==> src/rtl/uart_rx_pkg.sv <==
// Shared UART definitions: state encodings, data width and default divider.
// Also provides the 2-of-3 vote used when UART_RX_MAJORITY_EN is defined.
package uart_rx_pkg;

  localparam int unsigned UART_DATA_W       = 8;
  localparam int unsigned CLOCK_DIV_DEFAULT = 104;

  typedef enum logic [2:0] {
    StIdle  = 3'd0,
    StStart = 3'd1,
    StData  = 3'd2,
    StStop  = 3'd3,
    StBreak = 3'd4
  } uart_state_e;

  function automatic logic maj3(input logic [2:0] v);
    return (v[0] & v[1]) | (v[0] & v[2]) | (v[1] & v[2]);
  endfunction

endpackage

==> src/rtl/uart_rx_sync_2ff.sv <==
// Two-flop synchronizer for an asynchronous input; both flops reset to 1 (idle line level).
module uart_rx_sync_2ff (
  input  logic clock,
  input  logic reset,
  input  logic d,
  output logic q
);

  logic r_meta;
  logic r_q;

  always_ff @(posedge clock or posedge reset) begin
    if (reset) begin
      r_meta <= 1'b1;
      r_q    <= 1'b1;
    end else begin
      r_meta <= d;
      r_q    <= r_meta;
    end
  end

  assign q = r_q;

endmodule

==> src/rtl/uart_rx.sv <==
// 8N1 UART receiver, LSB first, bit period CLOCK_DIV+1 clocks.
// Optional macro UART_RX_MAJORITY_EN: samples are a 2-of-3 vote over recent rx_s values.
module uart_rx
  import uart_rx_pkg::*;
#(
  parameter int unsigned CLOCK_DIV = CLOCK_DIV_DEFAULT
) (
  input  logic                   clock,
  input  logic                   reset,
  input  logic                   rx,
  output logic [UART_DATA_W-1:0] data_out,
  output logic                   valid,
  output logic                   busy,
  output logic                   frame_err
);

  localparam logic [15:0] MidCnt = 16'(CLOCK_DIV / 2);
  localparam logic [15:0] DivCnt = 16'(CLOCK_DIV);

  logic w_rx_s;
  logic w_sample;

  uart_rx_sync_2ff u_sync (
    .clock (clock),
    .reset (reset),
    .d     (rx),
    .q     (w_rx_s)
  );

`ifdef UART_RX_MAJORITY_EN
  // Live rx_s plus two previous values form the 3-deep voting window.
  logic [1:0] r_hist;

  always_ff @(posedge clock or posedge reset) begin
    if (reset) begin
      r_hist <= 2'b11;
    end else begin
      r_hist <= {r_hist[0], w_rx_s};
    end
  end

  assign w_sample = maj3({r_hist, w_rx_s});
`else
  assign w_sample = w_rx_s;
`endif

  uart_state_e            r_state, w_state_next;
  logic [15:0]            r_count, w_count_next;
  logic [2:0]             r_bit_idx, w_bit_idx_next;
  logic [UART_DATA_W-1:0] r_shreg, w_shreg_next;
  logic [UART_DATA_W-1:0] r_data, w_data_next;
  logic                   r_valid, w_valid_next;
  logic                   r_ferr, w_ferr_next;

  always_ff @(posedge clock or posedge reset) begin
    if (reset) begin
      r_state   <= StIdle;
      r_count   <= '0;
      r_bit_idx <= '0;
      r_shreg   <= '0;
      r_data    <= '0;
      r_valid   <= 1'b0;
      r_ferr    <= 1'b0;
    end else begin
      r_state   <= w_state_next;
      r_count   <= w_count_next;
      r_bit_idx <= w_bit_idx_next;
      r_shreg   <= w_shreg_next;
      r_data    <= w_data_next;
      r_valid   <= w_valid_next;
      r_ferr    <= w_ferr_next;
    end
  end

  always_comb begin
    w_state_next   = r_state;
    w_count_next   = r_count + 16'd1;
    w_bit_idx_next = r_bit_idx;
    w_shreg_next   = r_shreg;
    w_data_next    = r_data;
    w_valid_next   = 1'b0;
    w_ferr_next    = r_ferr;
    unique case (r_state)
      StIdle: begin
        w_count_next = '0;
        if (!w_rx_s) w_state_next = StStart;
      end
      StStart: begin
        if (r_count == MidCnt) begin
          w_count_next   = '0;
          w_bit_idx_next = '0;
          w_state_next   = w_sample ? StIdle : StData;
        end
      end
      StData: begin
        if (r_count == DivCnt) begin
          w_count_next            = '0;
          w_shreg_next[r_bit_idx] = w_sample;
          if (r_bit_idx == 3'd7) begin
            w_state_next = StStop;
          end else begin
            w_bit_idx_next = r_bit_idx + 3'd1;
          end
        end
      end
      StStop: begin
        if (r_count == DivCnt) begin
          w_count_next = '0;
          if (w_sample) begin
            w_data_next  = r_shreg;
            w_valid_next = 1'b1;
            w_ferr_next  = 1'b0;
            w_state_next = StIdle;
          end else begin
            w_ferr_next  = 1'b1;
            w_state_next = StBreak;
          end
        end
      end
      StBreak: begin
        // Wait out a held-low line so it cannot look like a new start bit.
        w_count_next = '0;
        if (w_rx_s) w_state_next = StIdle;
      end
      default: begin
        w_count_next = '0;
        w_state_next = StIdle;
      end
    endcase
  end

  assign data_out  = r_data;
  assign valid     = r_valid;
  assign frame_err = r_ferr;
  // State is already IDLE during the valid cycle; hold busy through it.
  assign busy      = (r_state != StIdle) || r_valid;

endmodule
==> config.mk <==
export PLATFORM = sky130hd
export DESIGN_NAME = uart_rx
export DESIGN_NICKNAME = d
export VERILOG_FILES = /design/src/rtl/uart_rx_pkg.sv /design/src/rtl/uart_rx_sync_2ff.sv /design/src/rtl/uart_rx.sv
export SDC_FILE = /design/constraint.sdc
export NUM_CORES = 1
export LEC_CHECK = 0
export ABC_CLOCK_PERIOD_IN_PS = 2900
export BUFFER_PORTS_ARGS = -buffer_cell sky130_fd_sc_hd__clkbuf_2
export CORE_MARGIN = 3
export CORE_UTILIZATION = 40
export DETAILED_ROUTE_END_ITERATION = 16
export PLACE_DENSITY = 0.65
export SKIP_CTS_REPAIR_TIMING = 1
export SLEW_MARGIN = 15
export SYNTH_ARGS = -nofsm -noshare
export SYNTH_HDL_FRONTEND = slang
export SYNTH_HIERARCHICAL = 1
export SYNTH_SLANG_ARGS = --single-unit
==> constraint.sdc <==
create_clock -name clock -period 2.9 [get_ports clock]
set_clock_uncertainty 0.1 [all_clocks]
set_input_delay 0 -clock clock [delete_from_list [all_inputs] [get_ports clock]]
set_output_delay 0 -clock clock [all_outputs]
set_load 0.02 [all_outputs]
* Word level (Yosys, flattened, before mapping)
Cells that the tools add are included.
** Storage, ports and cells
- Register bits :: 42
- Bits of input ports :: 3
- Output and inout port bits :: 11
- Word-level logic and storage cells :: 61
** Cells by class
- Add/sub/neg operators :: 2
- Magnitude comparators :: 2
- Equality and inequality tests :: 14
- Muxes and demuxes :: 23
- Reductions and logical operators :: 11
** Operators with widths (count)
- 16-bit two-way mux :: 2
- 16-bit case mux with 2 select lines :: 1
- 3-bit two-way mux :: 10
- 16-bit by 1-bit adder with 16-bit output (second input constant) :: 1
- 16-bit by 6-bit == test with 1-bit output (second input constant) :: 1
- 16-bit by 7-bit == test with 1-bit output (second input constant) :: 1
- 3-bit case mux with 5 select lines :: 1
- 2-bit != test (second input constant) :: 6
- 8-bit bitwise mux :: 1
- 3-bit by 2-bit == test with 1-bit output (second input constant) :: 2
- 3-bit == test (second input constant) :: 2
- 3-bit case mux with 2 select lines :: 1
- 6-bit AND reduction :: 1
- 1-bit two-way mux :: 5
- 3-bit by 4-bit less-than comparator with 1-bit output (second input constant) :: 1
- 2-bit AND reduction :: 2
- 4-bit AND reduction :: 1
- 3-bit by 1-bit adder with 3-bit output (second input constant) :: 1
- 1-bit demux with 3-bit select :: 1
- 3-bit by 1-bit == test with 1-bit output (second input constant) :: 1
- 3-bit by 1-bit >= comparator with 1-bit output (second input constant) :: 1
- 3-bit logical NOT :: 1
- 3-bit AND reduction :: 1
- 3-bit nonzero test :: 1
- other kinds (6) :: 6

* Longest topological paths before layout
- Word-level depth :: 5
- Gate-level depth with buffers :: 7
- Mapped depth without buffers :: 6

* Modules after synthesis
Netlist, hierarchy kept.
** By module, submodules not included
- uart_rx :: instances 1, cells an instance 204, area each 2114.5 sq um, seq. area each 1001.0 sq um
- uart_rx_sync_2ff :: instances 1, cells an instance 3, area each 56.3 sq um, seq. area each 52.6 sq um

* Worst setup path before layout
OpenSTA, ideal clock, no wires.
- Kind :: flip-flop to flip-flop
- Start point :: register r_count[7]
- End point :: register r_shreg[2]
- Setup time :: 0.125 ns
- Data arrival time :: 1.653 ns
- Data required time :: 2.675 ns
- Slack :: 1.022 ns
- Stages on the path, launching flop included :: 5
- Path buffers :: 0
- Clock period less this slack :: 1.878 ns
- Path through :: dfrtp_1 nor4_4 nand4_1 nor4_1 mux2_2
** Between the ends
- Word-level cells in the longest chain between the ends :: 2
** Ends and longest elaborated chain
- start: declaration :: RTL line uart_rx.sv:48 : logic [15:0] r_count, w_count_next;
- start signal: assignment :: RTL line uart_rx.sv:66 : r_count <= w_count_next;
- 16-bit by 7-bit == test with 1-bit output :: RTL line uart_rx.sv:96 : if (r_count == DivCnt) begin
- 2-bit AND reduction (no line)
- end signal: assignment :: RTL line uart_rx.sv:68 : r_shreg <= w_shreg_next;
- end: declaration :: RTL line uart_rx.sv:50 : logic [UART_DATA_W-1:0] r_shreg, w_shreg_next;
No other way between the ends.
A chain may end at the register's enable or synchronous reset.

* Worst setup path in the final report
- Start point :: register r_count[7]
- End point :: register r_data[4], in the netlist data_out[4]
** Between the ends
- Word-level cells in the longest chain between the ends :: 2
** Ends and longest elaborated chain
- 16-bit by 7-bit == test with 1-bit output :: RTL line uart_rx.sv:107 : if (r_count == DivCnt) begin
- 3-bit AND reduction (no line)
- end signal: assignment :: RTL line uart_rx.sv:69 : r_data <= w_data_next;
- end: declaration :: RTL line uart_rx.sv:51 : logic [UART_DATA_W-1:0] r_data, w_data_next;
No other way between the ends.

==> impl_metrics.yaml <==
worst_setup_path:
  critical_path.startpoint: "r_count[7]"
  worst_ep_arrival_time_ps: 2230
  critPathKind: "register to register"
  critical_path.max_fanout: 9
  r2r-end: "data_out[4]"
  regToRegStartpoint: "r_count[7]"
  worst_setup_path_start_kind: "register"
  cp-endpoint: "data_out[4]"
  critPathCaptureType: "register"
  cp_num_buf_inv: 0
  cp_num_cells: 4
  reg2reg_depth: 4
  max_stage_delay_ps: 480
  cp_slowest_cell: "and4_1"
  cp.required_ps: 2980
  ff2ff_setup_slack_ps: 750
  worstPathCellList: "nor4_4, and4_1, nand4_4, mux2_4"
  crit_family: "simple AND/OR/NAND/NOR gates"
timing:
  finalWorstSetupSlack_ps: 753
  max_freq_mhz: 466
  report.final.slew_viol_count: 0
  period_share_pct: 74.0
  tightest_slew_ps: 634
  slew_headroom_pct: 57.7
  setup_tns_ps: 0
  finalCriticalPeriod_ps: 2150
  setup_viol: 0
  rsz0062_at_grt: "false"
  hold_viol_final: 0
  hold-worst-slack_ps: 164
clocking:
  cts_tree: "built"
  htree_num_levels: 2
  root_buffer: "clkbuf_8"
  clk_pin_slew_ps: 80
  clockBufferDepth: 2
  cts.sinks: 42
  clkLatencyLatePin_ps: 290
  numCtsBuffers: 5
final_layout:
  nets: 229
  drive_gt1_share_pct: 22.0
  final_cell_mix: "dfrtp_1 (40), nor2_1 (25), nand4_1 (15), mux2_2 (15), clkbuf_2 (13)"
  register_area_um2: 1050
  layout_commonest_cell: "dfrtp_1"
  fill_cells: 478
  final_cell_count_no_fill: 293
  multi_input_area_um2: 1030
  area_growth_pct: 11.0
  diodes: 0
synthesis:
  yosysSeqAreaShare_pct: 48.5
  syn_avg_cell_area_um2: 10.5
  ys.warnings.count: 6
  synth_cell_types: 38
  syn_inst: 207
  synth-xor-area-share_pct: 5.65
  synthAdderAreaFrac_pct: 2.31
  synth_nets: 214
  synth_mux_area_share_pct: 8.93
  netlist_area_um2: 2170
  synth-seq-cells: 42
  synth_top_family_by_area: "simple AND/OR/NAND/NOR gates"
  synthSimpleGateAreaFrac_pct: 26.9
  synth-compound-area-share_pct: 3.86
placed_design:
  pre_cts_ws_ps: 756
  io_buffers: 13
  dp.cells: 283
  gp_routability_congestion: 0.813
  dp.final_hpwl_um: 3030
min_path:
  min_path_type: "primary input to asynchronous set/reset pin"
power_and_ir_drop:
  ir_worst_vdd_mv: 0.265
  power_frac_clock_pct: 39.0
  seqPwrFrac_pct: 59.3
  p_leak_nw: 1.06
  power_density_nw_per_um2: 414
  p_switching_uw: 214
  combPwrFrac_pct: 1.7
  swShare_pct: 21.4
  intPower_uw: 784
floorplan:
  rows: 26
  fp.dieW_um: 79.7
  initial_core_util_pct: 42.0
  ios: 14
  core_um2: 5170
  die_y_um: 79.7
  die_area_um2: 6350
route:
  wl_met3_um: 133
  wl_met2_um: 1980
  m1WireLength_um: 1900
  highest_layer: "met4"
  wl_per_cell_um: 14.0
  drt_iter0_drc: 90
  viasPerCell: 5.28
  firstDrtPassIters: 4
  via_count: 1547
  drc: 0
  wl_um: 4100
  drtAntennaViolNets: 0
global_routing:
  antenna_found_initial: 0
  grt_max_degree: 25
  grt_pass1_vias: 1557
  grt_pass1_wl_um: 7220
  globalRouteTotalUtil_pct: 14.6
  overflow: 0
status:
  outcome: "completed"
job:
  drv_cap: 0
## Yosys cell counts
cell      instances  area, µm²
or3b_2            1       8.76
clkbuf_1          5       18.8
nor2_1           25       93.8
nor3_1            5       25.0
buf_2             3       15.0
and3_2            1       7.51
a31oi_1           2       12.5
nor3b_2           1       12.5
nor4_1           10       62.6
nand2b_1          4       25.0
nor3b_1           1       7.51
nor4_4            2       42.5
and2_1            3       18.8
a21oi_1           4       20.0
or4_1             2       15.0
mux2_2           15        169
a22oi_2           1       12.5
xor2_1            5       43.8
nand3_1          11       55.1
and4b_1           2       20.0
nor2b_1           3       18.8
nand4_4           1       21.3
mux2i_1           1       10.0
mux2_4            1       15.0
dfrtp_1          40       1000
dfstp_2           2       52.6
and4_1            2       17.5
a211oi_1          1       7.51
o21ai_0           3       15.0
nand4_1          15       93.8
or3_1             2       12.5
a31o_2            1       8.76
nand2_1           7       26.3
o31ai_1           1       7.51
xnor2_1           9       78.8
buf_6             1       11.3
inv_1            10       37.5
ha_1              4       50.1
## layer usage
| layer | vias to the layer above | global-route usage, % |
|---|---|---|
| li1 | 772 | - |
| met1 | 740 | 18.5 |
| met2 | 26 | 23.4 |
| met3 | 9 | 3.50 |
| met4 | 0 | 6.87 |
| met5 | - | 0 |
## how the worst min path moves through the flow
stage | startpoint | cells past startpoint | to
after floorplan | reset | 1 | u_sync/q
after global placement | reset | 2 | u_sync/q
after detailed placement | reset | 2 | u_sync/q
after CTS | reset | 2 | u_sync/q
after global routing | reset | 3 | u_sync/q
final | reset | 3 | u_sync/r_meta
## area by class of cell
cell class | count | area share (%)
sequential | 42 | 43.7
multi-input combinational | 146 | 43.0
timing repair buffer | 17 | 4.16
tap | 70 | 3.64
clock buffer | 6 | 3.43
inverter | 10 | 1.56
clock inverter | 2 | 0.519
## through the flow
step	utilization (%)	area [µm²]	total power, mW
floorplan	-	2170	0.612
global placement	44.3	2290	0.618
detailed placement	44.3	2290	0.619
CTS	46.2	2390	1.01
global route	46.6	2410	1.04
finish	46.6	2410	0.998
## kinds of logic (layout without fill, tap and decap cells)
group,count (synthesis),after routing
fa+ha+maj,4,4
mux,17,17
buf+inv,19,35
flops,42,42
simple gates,98,98
xor+xnor,14,14
compound gates,13,13
## power groups by stage
stage | combinational, mW | sequential, mW | clock [mW]
final | 0.0169 | 0.591 | 0.390
after CTS | 0.0161 | 0.591 | 0.407
after global routing | 0.0199 | 0.592 | 0.429
after floorplan | 0.0114 | 0.600 | 0
after global placement | 0.0156 | 0.603 | 0
after detailed placement | 0.0161 | 0.603 | 0
## state kept, by name (all words and copies together), names as in the netlist
| register | flops |
|---|---|
| u_sync/q | 1 |
| r_state | 3 |
| valid | 1 |
| u_sync/r_meta | 1 |
| frame_err | 1 |
| r_bit_idx | 3 |
| r_count | 16 |
| data_out | 8 |
| r_shreg | 8 |
## tightest hold or removal path: stages
cell	delay (ps)
dlygate4sd3_1	530
clkbuf_2	110
inv_1	70
No activity file was read; power rests on OpenSTA's default activity.
